**src/rtl/padring_cfg_ctrl.sv**
```systemverilog
// -----------------------------------------------------------------------------
// padring_cfg_ctrl
//
// Pad-ring configuration controller. A request port writes (and optionally
// reads) a per-pad shadow copy of cfg, tech_cfg and the {ie, oen} control
// bits. A commit sequence moves the shadow onto the live pad outputs safely:
//   OFF  : all pads forced to input-disabled / output-disabled for SETTLE cycles
//   LOAD : shadow cfg and tech_cfg copied to the live outputs in one cycle
//   ON   : SETTLE cycles for the new configuration to settle
//   then : ie/oen taken from the shadow and the FSM returns to IDLE
//
// Optional feature macro: PADRING_CFG_READBACK_EN
//   defined   -> reads return the shadow value, zero-extended to 16 bits
//   undefined -> reads return 0 (the response strobe and error flag still
//                behave normally); no read mux is built
//
// Ports
//   clk, nreset           clock, asynchronous active-low reset
//   req_valid/req_ready   request handshake (ready only in IDLE, never while
//                         commit is high)
//   req_write             1 = write, 0 = read
//   req_addr              pad index (>= NPADS is an error)
//   req_field             0 = cfg, 1 = tech_cfg, 2 = ctrl {ie, oen}, 3 = error
//   req_wdata             write data, LSB-aligned
//   rsp_valid             one-cycle strobe, one cycle after acceptance
//   rsp_err               bad address or field
//   rsp_rdata             read data
//   commit                start applying the shadow to the pads (IDLE only)
//   busy                  commit sequence in progress
//   pad_cfg               live cfg, pad i at [i*CFGW +: CFGW]
//   pad_tech_cfg          live tech_cfg, pad i at [i*TECHW +: TECHW]
//   pad_ie                live input enable
//   pad_oen               live output enable, active low
// -----------------------------------------------------------------------------
module padring_cfg_ctrl #(
  parameter int NPADS  = 36,
  parameter int CFGW   = 8,
  parameter int TECHW  = 16,
  parameter int AW     = 6,
  parameter int SETTLE = 16
) (
  input  logic                   clk,
  input  logic                   nreset,
  input  logic                   req_valid,
  output logic                   req_ready,
  input  logic                   req_write,
  input  logic [AW-1:0]          req_addr,
  input  logic [1:0]             req_field,
  input  logic [15:0]            req_wdata,
  output logic                   rsp_valid,
  output logic                   rsp_err,
  output logic [15:0]            rsp_rdata,
  input  logic                   commit,
  output logic                   busy,
  output logic [NPADS*CFGW-1:0]  pad_cfg,
  output logic [NPADS*TECHW-1:0] pad_tech_cfg,
  output logic [NPADS-1:0]       pad_ie,
  output logic [NPADS-1:0]       pad_oen
);

  // Counter holds values up to SETTLE.
  localparam int CNTW = $clog2(SETTLE + 1);

  typedef enum logic [1:0] {
    S_IDLE = 2'd0,
    S_OFF  = 2'd1,
    S_LOAD = 2'd2,
    S_ON   = 2'd3
  } state_e;

  state_e                 state_q, state_d;
  logic [CNTW-1:0]        cnt_q, cnt_d;
  logic                   ready_q, ready_d;
  logic                   busy_q, busy_d;

  logic                   rsp_valid_q, rsp_valid_d;
  logic                   rsp_err_q, rsp_err_d;
  logic [15:0]            rsp_rdata_q, rsp_rdata_d;

  logic [NPADS*CFGW-1:0]  sh_cfg_q, sh_cfg_d;
  logic [NPADS*TECHW-1:0] sh_tech_q, sh_tech_d;
  logic [NPADS-1:0]       sh_ie_q, sh_ie_d;
  logic [NPADS-1:0]       sh_oen_q, sh_oen_d;

  logic [NPADS*CFGW-1:0]  cfg_q, cfg_d;
  logic [NPADS*TECHW-1:0] tech_q, tech_d;
  logic [NPADS-1:0]       ie_q, ie_d;
  logic [NPADS-1:0]       oen_q, oen_d;

  logic                   cnt_last_s;
  logic                   addr_ok_s;
  logic                   bad_s;
  logic                   accept_s;
  logic [15:0]            rd_data_s;

  // One extra address bit so that NPADS == 2**AW still compares correctly.
  assign addr_ok_s  = ({1'b0, req_addr} < (AW+1)'(NPADS));
  assign bad_s      = ~addr_ok_s | (req_field == 2'd3);
  assign cnt_last_s = (cnt_q == CNTW'(SETTLE - 1));
  // ready_q already implies IDLE; commit wins over a same-cycle request.
  assign accept_s   = req_valid & ready_q & ~commit;

  // Sequencer next-state: IDLE -> OFF -> LOAD -> ON -> IDLE, counter restarts on every entry.
  always_comb begin
    state_d = state_q;
    cnt_d   = cnt_q;
    case (state_q)
      S_IDLE: begin
        if (commit) begin
          state_d = S_OFF;
        end else begin
          state_d = S_IDLE;
        end
        cnt_d = '0;
      end
      S_OFF: begin
        if (cnt_last_s) begin
          state_d = S_LOAD;
          cnt_d   = '0;
        end else begin
          cnt_d   = cnt_q + CNTW'(1);
        end
      end
      S_LOAD: begin
        state_d = S_ON;
        cnt_d   = '0;
      end
      S_ON: begin
        if (cnt_last_s) begin
          state_d = S_IDLE;
          cnt_d   = '0;
        end else begin
          cnt_d   = cnt_q + CNTW'(1);
        end
      end
      default: begin
        state_d = S_IDLE;
        cnt_d   = '0;
      end
    endcase
    ready_d = (state_d == S_IDLE);
    busy_d  = (state_d != S_IDLE);
  end

  // Live pad outputs: safe state on commit start, cfg/tech at LOAD entry, ie/oen on return to IDLE.
  always_comb begin
    cfg_d  = cfg_q;
    tech_d = tech_q;
    ie_d   = ie_q;
    oen_d  = oen_q;
    if ((state_q == S_IDLE) && commit) begin
      ie_d  = '0;
      oen_d = '1;
    end else if ((state_q == S_OFF) && cnt_last_s) begin
      cfg_d  = sh_cfg_q;
      tech_d = sh_tech_q;
    end else if ((state_q == S_ON) && cnt_last_s) begin
      ie_d  = sh_ie_q;
      oen_d = sh_oen_q;
    end else begin
      cfg_d = cfg_q;
    end
  end

`ifdef PADRING_CFG_READBACK_EN
  logic [CFGW-1:0]  sel_cfg_s;
  logic [TECHW-1:0] sel_tech_s;
  logic             sel_ie_s;
  logic             sel_oen_s;

  // Read mux: AND-OR select of the addressed pad, then field select and zero-extension.
  always_comb begin
    sel_cfg_s  = '0;
    sel_tech_s = '0;
    sel_ie_s   = 1'b0;
    sel_oen_s  = 1'b0;
    for (int i = 0; i < NPADS; i++) begin
      sel_cfg_s  = sel_cfg_s  | (sh_cfg_q[i*CFGW +: CFGW]    & {CFGW{req_addr == AW'(i)}});
      sel_tech_s = sel_tech_s | (sh_tech_q[i*TECHW +: TECHW] & {TECHW{req_addr == AW'(i)}});
      sel_ie_s   = sel_ie_s   | (sh_ie_q[i]  & (req_addr == AW'(i)));
      sel_oen_s  = sel_oen_s  | (sh_oen_q[i] & (req_addr == AW'(i)));
    end
    rd_data_s = 16'h0000;
    case (req_field)
      2'd0:    rd_data_s[CFGW-1:0]  = sel_cfg_s;
      2'd1:    rd_data_s[TECHW-1:0] = sel_tech_s;
      2'd2:    rd_data_s[1:0]       = {sel_ie_s, sel_oen_s};
      default: rd_data_s            = 16'h0000;
    endcase
  end
`else
  assign rd_data_s = 16'h0000;
`endif

  // Shadow writes and response formation for an accepted request.
  always_comb begin
    sh_cfg_d    = sh_cfg_q;
    sh_tech_d   = sh_tech_q;
    sh_ie_d     = sh_ie_q;
    sh_oen_d    = sh_oen_q;
    rsp_valid_d = accept_s;
    rsp_err_d   = accept_s & bad_s;
    rsp_rdata_d = (accept_s & ~req_write & ~bad_s) ? rd_data_s : 16'h0000;
    for (int i = 0; i < NPADS; i++) begin
      if (accept_s && req_write && !bad_s && (req_addr == AW'(i))) begin
        case (req_field)
          2'd0: sh_cfg_d[i*CFGW +: CFGW]    = req_wdata[CFGW-1:0];
          2'd1: sh_tech_d[i*TECHW +: TECHW] = req_wdata[TECHW-1:0];
          2'd2: begin
            sh_ie_d[i]  = req_wdata[1];
            sh_oen_d[i] = req_wdata[0];
          end
          default: sh_ie_d[i] = sh_ie_q[i];
        endcase
      end else begin
        sh_ie_d[i] = sh_ie_q[i];
      end
    end
  end

  // Sequencer state, settle counter and handshake/busy flags.
  always_ff @(posedge clk or negedge nreset) begin
    if (!nreset) begin
      state_q <= S_IDLE;
      cnt_q   <= '0;
      ready_q <= 1'b0;
      busy_q  <= 1'b0;
    end else begin
      state_q <= state_d;
      cnt_q   <= cnt_d;
      ready_q <= ready_d;
      busy_q  <= busy_d;
    end
  end

  // Response, shadow and live pad registers; reset leaves pads disabled and no partial load.
  always_ff @(posedge clk or negedge nreset) begin
    if (!nreset) begin
      rsp_valid_q <= 1'b0;
      rsp_err_q   <= 1'b0;
      rsp_rdata_q <= 16'h0000;
      sh_cfg_q    <= '0;
      sh_tech_q   <= '0;
      sh_ie_q     <= '0;
      sh_oen_q    <= '1;
      cfg_q       <= '0;
      tech_q      <= '0;
      ie_q        <= '0;
      oen_q       <= '1;
    end else begin
      rsp_valid_q <= rsp_valid_d;
      rsp_err_q   <= rsp_err_d;
      rsp_rdata_q <= rsp_rdata_d;
      sh_cfg_q    <= sh_cfg_d;
      sh_tech_q   <= sh_tech_d;
      sh_ie_q     <= sh_ie_d;
      sh_oen_q    <= sh_oen_d;
      cfg_q       <= cfg_d;
      tech_q      <= tech_d;
      ie_q        <= ie_d;
      oen_q       <= oen_d;
    end
  end

  assign req_ready    = ready_q & ~commit;
  assign busy         = busy_q;
  assign rsp_valid    = rsp_valid_q;
  assign rsp_err      = rsp_err_q;
  assign rsp_rdata    = rsp_rdata_q;
  assign pad_cfg      = cfg_q;
  assign pad_tech_cfg = tech_q;
  assign pad_ie       = ie_q;
  assign pad_oen      = oen_q;

endmodule
```
**config.mk**
```make
export PLATFORM = sky130hd
export DESIGN_NAME = padring_cfg_ctrl
export DESIGN_NICKNAME = d
export VERILOG_FILES = /design/src/rtl/padring_cfg_ctrl.sv
export SDC_FILE = /design/constraint.sdc
export NUM_CORES = 2
export LEC_CHECK = 0
export BUFFER_PORTS_ARGS = -buffer_cell sky130_fd_sc_hd__buf_2
export CAP_MARGIN = 20
export CORE_AREA = 2 2 385 387
export CTS_CLUSTER_DIAMETER = 60
export DETAILED_ROUTE_END_ITERATION = 16
export DIE_AREA = 0 0 387 389
export PLACE_DENSITY = 0.66
export SLEW_MARGIN = 10
export SYNTH_ARGS = -nofsm -noshare
export SYNTH_HDL_FRONTEND = slang
export SYNTH_SLANG_ARGS = --single-unit
```
**constraint.sdc**
```tcl
create_clock -name clk -period 3 [get_ports clk]
set_clock_uncertainty 0.15 [all_clocks]
set_input_delay 0 -clock clk [delete_from_list [all_inputs] [get_ports clk]]
set_output_delay 0 -clock clk [all_outputs]
set_load 0.02 [all_outputs]
```
== Yosys cells after proc, flatten, opt, wreduce, memory -nomap -nowiden ==
Cells that the tools add are included.
W data, S select, Z words.
Word-level totals
  bits in registers: 1883
  output and inout bits: 956
Operators by class
  bitwise operators: 8
  $lt $le $gt $ge: 1
  add/subtract/negate cells: 1
  muxes and demuxes: 12
  reduce and logical (&&, ||, !) cells: 160
  equal/unequal tests: 43
Operators with widths (count)
  $reduce_and A2 Y1: 110
  $mux W36: 6
  $eq A6 B5 Y1 const B: 16
  $eq A6 B4 Y1 const B: 8
  $logic_and A1 B1 Y1: 41
  $eq A6 B3 Y1 const B: 4
  $eq A6 B6 Y1 const B: 4
  $eq A6 B2 Y1 const B: 2
  $pmux W5 S2: 1
  $eq A2 B2 Y1 const B: 4
  $pmux W2 S4: 1
  $eq A6 B1 Y1 const B: 1
  $logic_not A2 Y1: 3
  $logic_not A6 Y1: 1
  $lt A6 B6 Y1 const B: 1
  $add A5 B1 Y5 const B: 1
  $eq A5 B4 Y1 const B: 1
  $mux W5: 1
  $and A1 B1 Y1: 4
  $eq A2 B1 Y1 const B: 2
  $mux W2: 2
  $reduce_bool A2 Y1: 2
  $reduce_or A2 Y1: 2
  $not A1 Y1: 3
  other kinds (4): 4

== Longest topological paths before layout ==
  depth in word-level cells: 7
  mapped depth: 9
  gate-level depth less buffers: 5

== Worst setup path after synthesis ==
No wires, ideal clock.
  path type: register -> register
  from: reg cnt_q[0]
  to: reg cfg_q[216], in the netlist pad_cfg[216]
  arrival time: 2070 ps
  slack: 655 ps
  clock period less this slack: 2345 ps
  path buffers: 4
  stages on the path, launching flop included: 10
  cell sequence: dfrtp_1 -> ha_1 -> and4b_1 -> clkbuf_1 -> nand2_1 -> or2_1 -> buf_2 -> clkbuf_1 -> buf_2 -> mux2_2
On the way
  cells in the longest elaborated chain, start to end: 3
Ends and longest elaborated chain
  from (decl): RTL line 72  | logic [CNTW-1:0] cnt_q, cnt_d;
  from (signal assigned): RTL line 230  | cnt_q <= cnt_d;
  $eq A5 B4 Y1: RTL line 99  | assign cnt_last_s = (cnt_q == CNTW'(SETTLE - 1));
  $logic_and A1 B1 Y1: RTL line 154  | end else if ((state_q == S_OFF) && cnt_last_s) begin
  $reduce_and A2 Y1 (no line)
  to (signal assigned): RTL line 258  | cfg_q <= cfg_d;
  to (decl): RTL line 85  | logic [NPADS*CFGW-1:0] cfg_q, cfg_d;
Every way passes these cells.
A chain may end at the register's enable or synchronous reset.

== Worst setup path in the final report ==
  from: in req_addr[2]
  to: reg sh_ie_q[7]
On the way
  cells in the longest elaborated chain, start to end: 7
  elaborated cells on any way between the ends: 8
  those cells by class: order compare: 1; eq/ne: 1; bitwise: 2; reduce/logical: 4
Ends and longest elaborated chain
  from (decl): RTL line 47  | input logic [AW-1:0] req_addr,
  $lt A6 B6 Y1: RTL line 97  | assign addr_ok_s = ({1'b0, req_addr} < (AW+1)'(NPADS));
  $not A1 Y1: RTL line 98  | assign bad_s = ~addr_ok_s | (req_field == 2'd3);
  $or A1 B1 Y1: RTL line 98
  $logic_not A1 Y1: RTL line 205  | if (accept_s && req_write && !bad_s && (req_addr == AW'(i))) begin
  $logic_and A1 B1 Y1: RTL line 205
  $logic_and A1 B1 Y1 (*): RTL line 205
  $reduce_and A2 Y1 (no line) (*)
  to (signal assigned): RTL line 256  | sh_ie_q <= sh_ie_d;
  to (decl): RTL line 82  | logic [NPADS-1:0] sh_ie_q, sh_ie_d;
Every way passes the cells marked *; elsewhere a longest branch is shown, timed or not.

==> qor.yml <==
slew_headroom_pct: 24.7
yosysUniqueCellTypes: 49
min_period_ps: 2940
rows: 141
fin_util_pct: 58.4
worst-path-max-fanout: 10
reg2regPathDepth: 6
drt_iter0_drc: 2250
area_growth_pct: 20.5
yosysSeqAreaShare_pct: 66.5
die_area_um2: 151000
gp_congestion: 0.825
vdd_drop_max_mv: 0.548
drive_above_1_share_pct: 58.9
finalCritPeriodShare_pct: 98.0
final_cell_mix: "dfrtp_1, mux2_2, buf_2"
cp-end-kind: "flip-flop"
io_buffers: 968
dieWidth_um: 387
grt.overflow.total: 0
ys.flop_type: "dfrtp_1"
p_leak_nw: 46.7
rsz0062_at_grt: "no"
preCtsSetupSlack_ps: 217
numCtsBuffers: 188
drc: 0
vias: 41300
fin_ws_ps: 59.7
grt_max_degree: 134
routedWlPerCell_um: 27.1
die_y_um: 389
clockBufferDepth: 3
io_pins: 985
ys_async_sr_fraction_pct: 100
core_um2: 147000
synth_edf_count: 0
nets: 5519
hold_class: "primary input to flip-flop"
htreeDepth: 4
hpwl_mm: 138
tns_ps: 0
worstPathRequired_ps: 3550
viasPerCell: 5.45
ff2ff_setup_slack_ps: 180
syn_area_um2: 71000
drt_pre_antenna_iters: 5
place_area_um2: 78800
syn_area_per_cell_um2: 16.1
antenna_found_initial: 11
cts.sinks: 1883
tightestPinTransition_ps: 1130
holdPathStages: 4
ys_ff_latch: 1883
clk_latency_ps: 820
syn_inst: 4401
timing.final.max_slew_violations: 0
grt_pass1_wl_mm: 298
path_clk_slew_ps: 60
layout_commonest_cell: "dfrtp_1"
yosys_warnings: 0
drtAntennaViolNets: 0
outcome: "complete, no violations"
grt_pass1_vias: 42300
grtUsageTotal_pct: 27.1
critPathArrivalTime_ps: 3490
powerDensity_nw_per_um2: 631
cts_tree: "yes"
setup_viol: 0
final_area_um2: 85600
drv_cap: 0
hold_violations: 0
path_class: "primary input to flip-flop"
wl_mm: 205
start_kind: "primary input"
power_mw: 54.0
fmax_mhz: 340
root_buffer: "clkbuf_16"
initial_core_util_pct: 48.4
[final timing paths]
kind / from / end
min reg2reg: sh_oen_q[18] / pad_oen[18]
min in group asynchronous: nreset / pad_tech_cfg[108]
max in group asynchronous: nreset / sh_tech_q[545]
max: req_addr[2] / sh_ie_q[7]
max reg2reg: ready_q / sh_ie_q[7]
min: commit / pad_oen[19]
[sequential cells by signal, summed over array words and instances (netlist names), 36 cells and up]
register	count
pad_tech_cfg	576
sh_tech_q	576
sh_cfg_q	288
pad_oen	36
sh_ie_q	36
pad_cfg	288
sh_oen_q	36
pad_ie	36
[final cells by class]
class | count | area, um2
clock inverter | 35 | 447
clock buffer | 303 | 5740
multi-input combinational | 2241 | 22600
sequential | 1883 | 47200
fill | 11600 | 61000
timing repair buffer | 1173 | 7190
tap | 1930 | 2410
antenna | 5 | 12.5
inverter | 2 | 7.51
[worst max-delay path, cell delays in order]
cell           delay [ps]
dlygate4sd3_1         580
buf_2                 290
nand2b_1              150
dlygate4sd3_1         620
nor3_1                210
dlygate4sd3_1         680
nand2_1                60
dlygate4sd3_1         610
mux2_2                280
[metrics by stage]
| step | hold WS (ps) | instances |
|---|---|---|
| finish | 119 | 7572 |
| global route | 92.2 | 7567 |
| CTS | 28.7 | 7562 |
| detailed placement | -133 | 7175 |
| global placement | -128 | 7175 |
| floorplan | -446 | 4416 |
[power by group]
part | switching (mW) | internal [mW] | leakage, nW | total (mW)
sequential | 0.312 | 26.1 | 26.0 | 26.4
combinational | 3.04 | 1.27 | 17.7 | 4.32
clock | 9.83 | 13.5 | 3.02 | 23.3
total | 13.2 | 40.8 | 46.7 | 54.0
[logic make-up after synthesis]
logic type                 share of synthesized area, %
other                                           0.00528
DFF                                                66.5
adders and majority gates                        0.0176
xor gates and xnor gates                         0.0123
AOI/OAI and AO/OA                                 0.557
muxes                                              28.5
and+or+nand+nor                                    2.45
buffers and inverters                              1.92
[synth_stat cells (7+ instances only)]
master	instances	area share (%)
a21oi_1	36	0.25
buf_1	11	0.058
clkbuf_1	132	0.70
nor3_1	11	0.078
dfrtp_1	1811	64
nand2b_1	7	0.062
nor2_1	14	0.074
o21ai_0	33	0.23
nand3_1	17	0.12
buf_4	25	0.26
and2_1	9	0.079
nor2_2	12	0.11
dfstp_2	72	2.7
nand2_1	221	1.2
buf_2	120	0.85
mux2_2	1800	29
nor2b_1	9	0.079
[per-layer routing]
metal	vias to the layer above	routed length, um	track usage (%)	share of wire, %
met4	8	8260	10.3	4.0
met3	308	13600	7.35	6.6
met2	1112	98300	43.7	48
met5	-	41	0	0.020
li1	17500	-	-	-
met1	22300	85000	35.0	41
[repair_timing]
item	in CTS	in global routing
setup buffers	0	4
endpoints found under the setup margin	0	2
gates resized for setup	0	0
endpoints found under the hold margin	2694	0
hold buffers	49	0
(Power assumes the default switching activity.)
